==> config.mk <==
export PLATFORM = sky130hd
export DESIGN_NAME = frame_strobe_ctrl
export DESIGN_NICKNAME = d
export VERILOG_FILES = /design/src/rtl/frame_strobe_ctrl.sv
export SDC_FILE = /design/constraint.sdc
export NUM_CORES = 1
export LEC_CHECK = 0
export ABC_AREA = 1
export ABC_CLOCK_PERIOD_IN_PS = 1700
export BUFFER_PORTS_ARGS = -buffer_cell sky130_fd_sc_hd__buf_2
export CAP_MARGIN = 20
export CELL_PAD_IN_SITES_DETAIL_PLACEMENT = 0
export CELL_PAD_IN_SITES_GLOBAL_PLACEMENT = 1
export CORE_UTILIZATION = 38
export CTS_CLUSTER_DIAMETER = 80
export DETAILED_ROUTE_END_ITERATION = 12
export GPL_TIMING_DRIVEN = 0
export PLACE_DENSITY = 0.78
export SLEW_MARGIN = 20
export SYNTH_ARGS = -nofsm -noshare
export SYNTH_HDL_FRONTEND = slang
export SYNTH_SLANG_ARGS = --single-unit
==> constraint.sdc <==
create_clock -name CLK -period 1.7 [get_ports CLK]
set_input_delay 0.085 -clock CLK [delete_from_list [all_inputs] [get_ports CLK]]
set_output_delay 0.085 -clock CLK [all_outputs]
set_load 0.005 [all_outputs]
==> src/rtl/frame_strobe_ctrl.sv <==
// frame_strobe_ctrl
//   Bottom-of-column configuration controller. Turns a stream of 32-bit
//   configuration words into per-row FrameData and a one-hot, single-cycle
//   FrameStrobe that daisy-chains up through the tiles of a fabric column.
//
//   Word stream: sync (FAB0_FAB1), then any number of frames, each a header
//   (0xC0 in the top byte, frame index in [20:16]) followed by NumRows data
//   words. A desync word (FAB0_FAB0) in place of a header ends the session.
//
// Ports
//   CLK          configuration clock, rising edge
//   resetn       asynchronous active-low reset
//   WriteData    configuration word
//   WriteStrobe  WriteData valid this cycle (always consumed)
//   FrameData    row data, row k at [k*FrameBitsPerRow +: FrameBitsPerRow]
//   FrameStrobe  one-hot single-cycle frame write pulse
//   ConfigBusy   high while not in IDLE
//   ConfigError  sticky bad-header / out-of-range frame error
//
// state  | meaning
// -------+------------------------------------------------------------
// IDLE   | waiting for the sync word, everything else ignored
// HEADER | expecting a frame header or the desync word
// DATA   | loading NumRows words into FrameData, strobe on the last one
// DROP   | discarding NumRows words of an out-of-range frame
module frame_strobe_ctrl #(
  parameter int MaxFramesPerCol = 20,
  parameter int FrameBitsPerRow = 32,
  parameter int NumRows         = 4
) (
  input  logic                                 CLK,
  input  logic                                 resetn,
  input  logic [31:0]                          WriteData,
  input  logic                                 WriteStrobe,
  output logic [NumRows*FrameBitsPerRow-1:0]   FrameData,
  output logic [MaxFramesPerCol-1:0]           FrameStrobe,
  output logic                                 ConfigBusy,
  output logic                                 ConfigError
);

  localparam int CntW = $clog2(NumRows) + 1;
  localparam logic [CntW-1:0] LastRow = CntW'(NumRows - 1);
  localparam logic [31:0] SyncWord   = 32'hFAB0_FAB1;
  localparam logic [31:0] DesyncWord = 32'hFAB0_FAB0;
  localparam logic [MaxFramesPerCol-1:0] StrobeOne =
    {{(MaxFramesPerCol-1){1'b0}}, 1'b1};

  typedef enum logic [1:0] {IDLE, HEADER, DATA, DROP} state_t;

  state_t          state;
  logic [CntW-1:0] row_cnt;
  logic [4:0]      frame_idx;

  always_ff @(posedge CLK or negedge resetn) begin
    if (!resetn) begin
      state       <= IDLE;
      row_cnt     <= '0;
      frame_idx   <= '0;
      FrameData   <= '0;
      FrameStrobe <= '0;
      ConfigBusy  <= 1'b0;
      ConfigError <= 1'b0;
    end else begin
      // Strobe is a one-cycle pulse; it drops on the next edge whether or
      // not a word arrives, so a header in the strobe cycle is harmless.
      FrameStrobe <= '0;
      if (WriteStrobe) begin
        case (state)
          IDLE: begin
            if (WriteData == SyncWord) begin
              state      <= HEADER;
              ConfigBusy <= 1'b1;
            end
          end
          HEADER: begin
            if (WriteData == DesyncWord) begin
              state      <= IDLE;
              ConfigBusy <= 1'b0;
            end else if (WriteData[31:24] == 8'hC0) begin
              row_cnt <= '0;
              if ({27'd0, WriteData[20:16]} < 32'(MaxFramesPerCol)) begin
                frame_idx <= WriteData[20:16];
                state     <= DATA;
              end else begin
                ConfigError <= 1'b1;
                state       <= DROP;
              end
            end else begin
              ConfigError <= 1'b1;
              ConfigBusy  <= 1'b0;
              state       <= IDLE;
            end
          end
          DATA: begin
            for (int k = 0; k < NumRows; k++) begin
              if (row_cnt == CntW'(k))
                FrameData[k*FrameBitsPerRow +: FrameBitsPerRow] <= WriteData;
            end
            row_cnt <= row_cnt + 1'b1;
            // Final row and strobe land on the same edge, so FrameData is
            // already complete and stable for the whole strobe window.
            if (row_cnt == LastRow) begin
              FrameStrobe <= StrobeOne << frame_idx;
              state       <= HEADER;
            end
          end
          DROP: begin
            row_cnt <= row_cnt + 1'b1;
            if (row_cnt == LastRow)
              state <= HEADER;
          end
          default: state <= IDLE;
        endcase
      end
    end
  end

endmodule

==> results of run 1 <==
==> stage by stage <==
step	std cells	power (uW)	worst slack, ns	cell area, um2	hold WS [ns]
6_report	1082	8080	0.0727	8220	0.0114
5_1_grt	1081	8390	-0.0297	8220	0.0224
4_1_cts	1072	8130	0.00725	8120	0.000365
3_5_place_dp	1016	4510	-0.0178	7290	0.104
3_3_place_gp	1015	4470	-1.73	7250	0.333
2_1_floorplan	621	4240	0.304	6070	-0.211
==> cells by family (layout without fill, tap and decap cells) <==
group | Yosys count | after routing
AND/OR/NAND/NOR | 239 | 239
buffers and inverters | 79 | 328
other | 0 | 1
AO/OA/AOI/OAI | 138 | 138
flip-flops | 160 | 160
adder cells (fa/ha/maj) | 5 | 5
==> state kept, by name (all words and copies together) (netlist names) <==
| register | flops |
|---|---|
| state | 2 |
| FrameStrobe | 20 |
| ConfigError | 1 |
| frame_idx | 5 |
| FrameData | 128 |
| row_cnt | 3 |
| ConfigBusy | 1 |
==> worst max-delay path, delay by kind of cell, from the launching register on <==
| kind | cells | cell delay [ns] |
|---|---|---|
| fa+ha+maj | 2 | 0.41 |
| simple gates | 2 | 0.12 |
| compound gates | 1 | 0.07 |
| buf+inv | 4 | 0.56 |
| flops | 1 | 0.40 |
==> cells in the final DEF, fill, tap and decap left out, types with 2 or more instances in the layout <==
master,n
buf_2,195
dfrtp_1,159
nor2_1,134
a21oi_1,97
nand2_1,74
inv_1,51
o21ai_1,32
dlygate4sd3_1,27
nand3_1,17
buf_4,17
clkbuf_16,17
o21ai_0,9
nand4_1,5
ha_1,5
clkbuf_4,4
nor2_4,3
clkinvlp_4,3
clkbuf_8,3
inv_2,2
nand3_2,2
clkinv_4,2
==> cells in the mapped netlist (3+ instances only) <==
library cell | count | area share (%)
nor2_1 | 134 | 8.3
o21ai_0 | 9 | 0.74
nand3_1 | 19 | 1.6
buf_2 | 22 | 1.8
nand4_1 | 5 | 0.52
nor2_4 | 3 | 0.56
dfrtp_1 | 160 | 66
inv_2 | 3 | 0.19
ha_1 | 5 | 1.0
inv_1 | 51 | 3.2
a21oi_1 | 97 | 8.0
nand2_1 | 74 | 4.6
o21ai_1 | 32 | 2.6
buf_4 | 3 | 0.37
==> final cells by class <==
cell class              instances  area [um2]
diodes                          1        2.50
plain buffers                  25         155
fillers                      1426        7150
flip-flops and latches        160        4010
inverters                      54         205
well taps                     211         264
clock inverters                 8        83.8
clock buffers                  21         470
multi-input cells             382        1740
repair buffers                220        1290
==> power groups by stage <==
| stage | clock network [uW] | logic (uW) | registers (uW) |
|---|---|---|---|
| global placement | 0 | 469 | 4000 |
| detailed placement | 0 | 499 | 4010 |
| finish | 3600 | 543 | 3940 |
| floorplan | 0 | 237 | 4010 |
| global route | 3820 | 626 | 3950 |
| CTS | 3640 | 553 | 3940 |
==> layer usage <==
metal	vias up	GRT usage, %
met5	-	0
met4	0	7.20
met3	25	5.82
met2	159	37.1
met1	2546	28.5
li1	2463	-
==> what timing repair did <==
item / 4_1_cts / 5_1_grt
hold endpoints to repair: 150 / 0
buffers inserted: 0 / 9
pin swaps: 1 / 3
resized for setup: 3 / 12
hold buffers: 27 / 0
endpoints found under the setup margin: 18 / 138
==> worst max path at each step <==
stage | start | end | slack [ns] | cells after the start
after detailed placement | row_cnt[0] | FrameData[112] | -0.02 | 8
after global placement | resetn | FrameStrobe[1] | -1.73 | 1
after CTS | row_cnt[0] | FrameData[23] | 0.007 | 7
after floorplan | row_cnt[0] | FrameData[99] | 0.30 | 8
after global routing | row_cnt[0] | FrameData[114] | -0.03 | 9
final | row_cnt[0] | FrameData[112] | 0.07 | 9
==> flow_summary.toml, run 1 <==
[sta]
slew_violations = 0
finalClockSkew_ns = 0.00783
worst_pin_slew_ns = 0.596
finalSetupViolCount = 0
setup_tns_ns = 0
min_period_ns = 1.63
period_share_pct = 95.7
clock.fmax_ghz = 0.615
rsz0062_at_grt = "yes"
hold_viol_final = 0
max_slew_margin_pct = 60.2

[power]
seq_power_share_pct = 48.8
clockPowerShare_pct = 44.5
power_frac_comb_pct = 6.7
p_sw_share_pct = 23.2
p_switching_uw = 1880
leakage_uw = 0.00460
powerDensity_nw_per_um2 = 983
vdd_drop_max_mv = 0.616
p_int_uw = 6200

[floorplan]
die_width_um = 128
core_um2 = 15400
dieHeight_um = 128
initial_core_util_pct = 39.5
die_area_um2 = 16500
placementRows = 45
ios = 185

[yosys]
synth_flop_cell = "dfrtp_1"
synth-adder-area-share_pct = 1.03
synth.distinct_cells = 18
ys_async_sr_fraction_pct = 100
yosys_warnings = 0
syn_nets = 661
synth-compound-area-share_pct = 11.4
syn_avg_cell_area_um2 = 9.78
synth_mux_area_share_pct = 0
synth-edff-count = 0
synthSimpleGateAreaFrac_pct = 16.1
synth_top_family_by_area = "simple AND/OR/NAND/NOR gates"
yosys_register_bits = 160
yosysSeqAreaShare_pct = 66.0
synth_area_um2 = 6070
postSynthCellCount = 621
synth_xor_area_share_pct = 0

[global_routing]
antenna_found_initial = 0
grt_pass1_wl_um = 27600
grt_max_degree = 85
grtUsageTotal_pct = 22.3
grt_pass1_vias = 5225
gr-total-overflow = 0

[critical_path]
path_class = "flip-flop to flip-flop"
reg2reg_to = "FrameData[112]"
cp_slowest_stage_delay_ns = 0.40
rr_worst_depth = 9
reg2reg_slack_ns = 0.07
worstPathRequired_ns = 2.05
cp_slowest_cell = "dfrtp_1"
cp.arrival_ns = 1.98
crit_fanout = 10
endpoint_kind = "flip-flop"
worst_setup_path_start_kind = "flip-flop"
worstPathCellList = "ha_1, ha_1, inv_1, nor3_4, buf_4, inv_4, buf_4, nand2_1, o21ai_1"
r2r_start = "row_cnt[0]"

[routing]
maxUsedRoutingLayer = "met4"
wire_per_inst_um = 16.3
drc_errors = 0
drt_iter0_drc = 271
wl_um = 17600
wl_met1_um = 7650
wl_met2_um = 8650
via_per_inst = 4.80
drt-pass1-iter-count = 5
num_vias = 5193
ant_nets = 0
routed-wl-met3_um = 1040

[clock_network]
clkTransAtPathRegs_ns = 0.06
cts_tree = "built"
cts_made_buffers = 17
cts_sinks = 160
cts-root-buf = "clkbuf_16"
clkLatencyLatePin_ns = 0.42
cts_max_level = 4
cts_buffer_depth = 2

[place]
port_buffers = 183
dpl.hpwl_um = 12400
place.gp.congestion = 0.814

[hold_path]
min_path_type = "primary input to flip-flop"
hold_depth = 3
worst_hold_path.endpoint = "FrameData[91]"
worstHoldStart = "WriteData[27]"

[layout]
syn2layout_area_growth_pct = 35.4
fin_nets = 900
drive_above_1_share_pct = 29.5
fin_util_pct = 53.5

[flow_run]
max-cap-violations = 0

[run_status]
status = "finished, final reports clean"
Power figures use the tool's default switching activity.
==> run 2: changes to the inputs <==
- CORE_ASPECT_RATIO: default -> 1.4
- GPL_TIMING_DRIVEN: 0 -> default
==> flow_summary.toml, run 2 (same netlist as run 1, synthesis figures left out) <==
[place]
dpl.hpwl_um = 11800
dpl_worst_slack_ns = -0.0126
port_buffers = 184
place.gp.congestion = 0.843
dpl-instance-area_um2 = 7300

[critical_path]
worstPathRequired_ns = 2.04
r2r_start = "row_cnt[0]"
crit_fanout = 8
path_class = "flip-flop to flip-flop"
worst_setup_path_start_kind = "flip-flop"
worstPathCellList = "ha_1, ha_1, inv_1, nor3_4, buf_4, nand3_2, nor2_1"
cp_slowest_cell = "dfrtp_1"
path_depth = 7
cp_common_cell = "ha_1"
rr_worst_depth = 7
endpoint_kind = "flip-flop"
cp_slowest_stage_delay_ns = 0.38
critPathTopFamily = "simple AND/OR/NAND/NOR gates"
reg2reg_slack_ns = 0.08
cp.arrival_ns = 1.96
crit_buf_inv = 2
reg2reg_to = "FrameStrobe[10]"

[clock_network]
cts_sinks = 160
cts_buffer_depth = 2
cts_setup_buffers = 0
cts_made_buffers = 17
cts-root-buf = "clkbuf_16"
clkTransAtPathRegs_ns = 0.07
cts_max_level = 4
cts_tree = "built"
clkLatencyLatePin_ns = 0.41

[global_routing]
gr-total-overflow = 0
grt_max_degree = 65
grt_pass1_vias = 5117
grtUsageTotal_pct = 21.1
antenna_found_initial = 0
grt_pass1_wl_um = 26200

[hold_path]
hold_depth = 3
worst_hold_path.endpoint = "FrameData[78]"
worstHoldStart = "WriteData[14]"
min_path_type = "primary input to flip-flop"

[floorplan]
placementRows = 54
die_width_um = 109
ios = 185
initial_core_util_pct = 38.9
die_area_um2 = 16500
dieHeight_um = 152
core_um2 = 15600

[layout]
design_area_um2 = 8170
diodes = 0
syn2layout_area_growth_pct = 34.6
final_cell_mix = "buf_2, dfrtp_1, nor2_1"
largest_register_ffs = 128
top_regs = "FrameData: 128 flops, FrameStrobe: 20 flops, frame_idx: 5 flops"
largest-register = "FrameData"
drive_above_1_share_pct = 28.7
layout.cells.most_common = "buf_2"
fin_util_pct = 52.4
fin_nets = 877

[routing]
ant_nets = 0
drt_iter0_drc = 253
wire_per_inst_um = 15.8
num_vias = 4977
wl_um = 16500
drc_errors = 0
drt-pass1-iter-count = 4
via_per_inst = 4.76

[sta]
period_share_pct = 95.1
finalSetupViolCount = 0
hold_viol_final = 0
worst_pin_slew_ns = 0.523
rsz0062_at_grt = "no"
min_period_ns = 1.62
max_slew_margin_pct = 65.1
fin_ws_ns = 0.0839
finalClockSkew_ns = 0.0112
clock.fmax_ghz = 0.619
hold_ws_ns = 0.0111
slew_violations = 0

[power]
clockPowerShare_pct = 46.5
seq_power_share_pct = 46.7
leakage_uw = 0.00452
vdd_drop_max_mv = 0.581
p_sw_share_pct = 24.0
p_total_uw = 8440
p_switching_uw = 2020
powerDensity_nw_per_um2 = 1030
power_frac_comb_pct = 6.8
p_int_uw = 6410

[flow_run]
max-cap-violations = 0

[run_status]
status = "finished, final reports clean"
==> run 2: cell types whose count changed in the layout (fill, tap and decap cells not counted), moves of 3 or more <==
cell           previous run  this run
inv_2                     2         5
buf_2                   195       183
buf_4                    17         7
dlygate4sd3_1            27        24
inv_1                    51        48
buf_12                    0         7
clkbuf_4                  4         0
==> run 2: how the worst max path moves through the flow <==
| stage | startpoint | to |
|---|---|---|
| global placement | row_cnt[0] | FrameStrobe[6] |
| global route | row_cnt[0] | FrameData[101] |
| CTS | row_cnt[0] | FrameStrobe[7] |
| floorplan | row_cnt[0] | FrameData[99] |
| finish | row_cnt[0] | FrameStrobe[10] |
| detailed placement | row_cnt[0] | FrameStrobe[8] |
==> run 2: what timing repair did <==
item / CTS / global route
gates resized for setup: 1 / 5
setup endpoints to repair: 2 / 11
hold endpoints to repair: 112 / 0
pin swaps: 0 / 0
hold buffers: 24 / 0
==> run 2: final cells by class <==
class	instances	area, um2
timing repair buffer	222	1360
clock inverter	12	145
sequential	160	4000
multi-input combinational	382	1740
fill	1461	7440
tap	196	245
clock buffer	20	467
inverter	54	206
==> run 2: per-layer routing <==
layer,GRT usage (%),wire (um),up-vias
met3,4.06,830,24
met4,8.38,387,0
li1,-,-,2422
met5,0,0,-
met2,37.9,8680,152
met1,24.6,6590,2379
==> run 2: power groups by stage <==
stage / Combinational, uW / Clock (uW) / Sequential [uW]
final: 571 / 3920 / 3940
after global routing: 649 / 4140 / 3950
after CTS: 576 / 4010 / 3940
after detailed placement: 528 / 0 / 4010
after global placement: 497 / 0 / 4010
after floorplan: 237 / 0 / 4010
==> run 2: worst reg2reg max path: cells and delay by family, from the launching register on <==
| family | cells | cell delay (ns) |
|---|---|---|
| buf+inv | 2 | 0.25 |
| fa+ha+maj | 2 | 0.33 |
| flops | 1 | 0.38 |
| simple gates | 3 | 0.58 |
==> run 2: per-stage QoR <==
step / setup TNS (ns) / cells
5_1_grt: 0 / 1046
6_report: 0 / 1046
3_3_place_gp: 0 / 990
2_1_floorplan: 0 / 621
4_1_cts: 0 / 1046
3_5_place_dp: -0.0166 / 990
==> run 3: changes to the inputs <==
- HOLD_SLACK_MARGIN: default -> 0.15
==> flow_summary.toml, run 3 (same netlist as run 1, synthesis figures left out) <==
[run_status]
status = "finished, final reports clean"

[sta]
worst_pin_slew_ns = 0.521
rsz0062_at_grt = "no"
hold_viol_final = 0
clock.fmax_ghz = 0.620
fin_ws_ns = 0.0882
finalClockSkew_ns = 0.00872
min_period_ns = 1.61
finalSetupViolCount = 0
period_share_pct = 94.8
max_slew_margin_pct = 65.3
slew_violations = 0

[power]
seq_power_share_pct = 46.6
clockPowerShare_pct = 46.4
p_switching_uw = 2030
p_total_uw = 8460
powerDensity_nw_per_um2 = 1020
p_int_uw = 6430
p_sw_share_pct = 24.0
leakage_uw = 0.00456
vdd_drop_max_mv = 0.579
power_frac_comb_pct = 7.0

[critical_path]
cp.arrival_ns = 1.95
reg2reg_to = "FrameStrobe[10]"
path_class = "flip-flop to flip-flop"
crit_fanout = 8
rr_worst_depth = 7
worst_setup_path_start_kind = "flip-flop"
worstPathRequired_ns = 2.04
endpoint_kind = "flip-flop"
reg2reg_slack_ns = 0.09
r2r_start = "row_cnt[0]"

[floorplan]
initial_core_util_pct = 38.9
core_um2 = 15600
ios = 185
die_area_um2 = 16500
die_width_um = 109
placementRows = 54
dieHeight_um = 152

[global_routing]
gr-total-overflow = 0
antenna_found_initial = 0
grt_pass1_vias = 5180
grt_max_degree = 65
grtUsageTotal_pct = 21.3
grt_pass1_wl_um = 26400

[layout]
fin_nets = 888
largest_register_ffs = 128
top_regs = "FrameData: 128 flops, FrameStrobe: 20 flops, frame_idx: 5 flops"
diodes = 0
layout.cells.most_common = "buf_2"
fill_cells = 1448
syn2layout_area_growth_pct = 36.5
drive_above_1_share_pct = 28.5
final_cell_mix = "buf_2, dfrtp_1, nor2_1"
largest-register = "FrameData"

[clock_network]
cts_max_level = 4
cts_buffer_depth = 2
cts_sinks = 160
cts-root-buf = "clkbuf_16"
cts_made_buffers = 17
clkTransAtPathRegs_ns = 0.07
clkLatencyLatePin_ns = 0.41
cts_tree = "built"

[routing]
drt_iter0_drc = 248
drc_errors = 0
wl_um = 16600
wire_per_inst_um = 15.7
drt-pass1-iter-count = 4
via_per_inst = 4.76
num_vias = 5035
ant_nets = 0

[place]
dpl.hpwl_um = 11800
place.gp.congestion = 0.843
port_buffers = 184
dpl_worst_slack_ns = -0.0126

[flow_run]
max-cap-violations = 0

[hold_path]
min_path_type = "primary input to asynchronous set/reset pin"
[run 3: changes by cell type in the layout (fill, tap and decap cells not counted), sizes merged]
cell | before | now
inv | 58 | 57
clkinvlp | 4 | 5
dlygate4sd3 | 24 | 35
[run 3: metal layers]
metal / vias to the layer above / global-route usage, % / share of wire (%)
met1: 2413 / 24.6 / 40
met5: - / 0 / 0
li1: 2446 / - / -
met4: 0 / 8.45 / 2.3
met2: 152 / 38.6 / 53
met3: 24 / 3.98 / 4.4
[run 3: repair_timing]
item,in CTS,in global routing
setup buffers,0,0
hold buffers,35,0
setup endpoints to repair,2,11
hold endpoints to repair,297,0
cloned,0,0
gates resized for setup,1,6
pin swaps,0,0
[run 3: cell type report]
| cell class | instances | area [um2] | area share [%] |
|---|---|---|---|
| Clock buffer | 20 | 467 | 5.63 |
| Sequential cell | 160 | 4000 | 48.3 |
| Timing Repair Buffer | 233 | 1470 | 17.7 |
| Multi-Input combinational cell | 382 | 1740 | 21.1 |
| Inverter | 54 | 210 | 2.54 |
| Tap cell | 196 | 245 | 2.96 |
| Clock inverter | 12 | 145 | 1.75 |
[run 3: critical path, cell delays in order (launching register included)]
cell and delay (ns):
dfrtp_1 0.38, ha_1 0.18, ha_1 0.15, inv_1 0.08
nor3_4 0.22, buf_4 0.17, nand3_2 0.19, nor2_1 0.17
[run 3: worst max path at each step]
stage,start,to,slack (ns),depth (start not counted)
4_1_cts,row_cnt[0],FrameStrobe[7],0.0005,7
3_5_place_dp,row_cnt[0],FrameStrobe[8],-0.01,7
6_report,row_cnt[0],FrameStrobe[10],0.09,7
5_1_grt,WriteData[6],state[1],0.01,12
2_1_floorplan,row_cnt[0],FrameData[99],0.30,8
3_3_place_gp,row_cnt[0],FrameStrobe[6],0.11,7
[run 3: through the flow]
stage | cell area, um2 | utilization (%) | setup TNS [ns] | cells | hold slack, ns
finish | 8290 | 53.1 | 0 | 1057 | 0.202
global route | 8290 | 53.1 | 0 | 1057 | 0.235
floorplan | 6070 | - | 0 | 621 | -0.211
global placement | 7300 | 46.8 | 0 | 990 | 0.0808
detailed placement | 7300 | 46.8 | -0.0166 | 990 | 0.0826
CTS | 8270 | 53.0 | 0 | 1057 | 0.213
[run 3: power by group through the flow]
| stage | clock [uW] | combinational (uW) | sequential (uW) |
|---|---|---|---|
| after global placement | 0 | 497 | 4010 |
| final | 3920 | 592 | 3940 |
| after global routing | 4140 | 670 | 3950 |
| after detailed placement | 0 | 528 | 4010 |
| after floorplan | 0 | 237 | 4010 |
| after CTS | 4010 | 593 | 3940 |
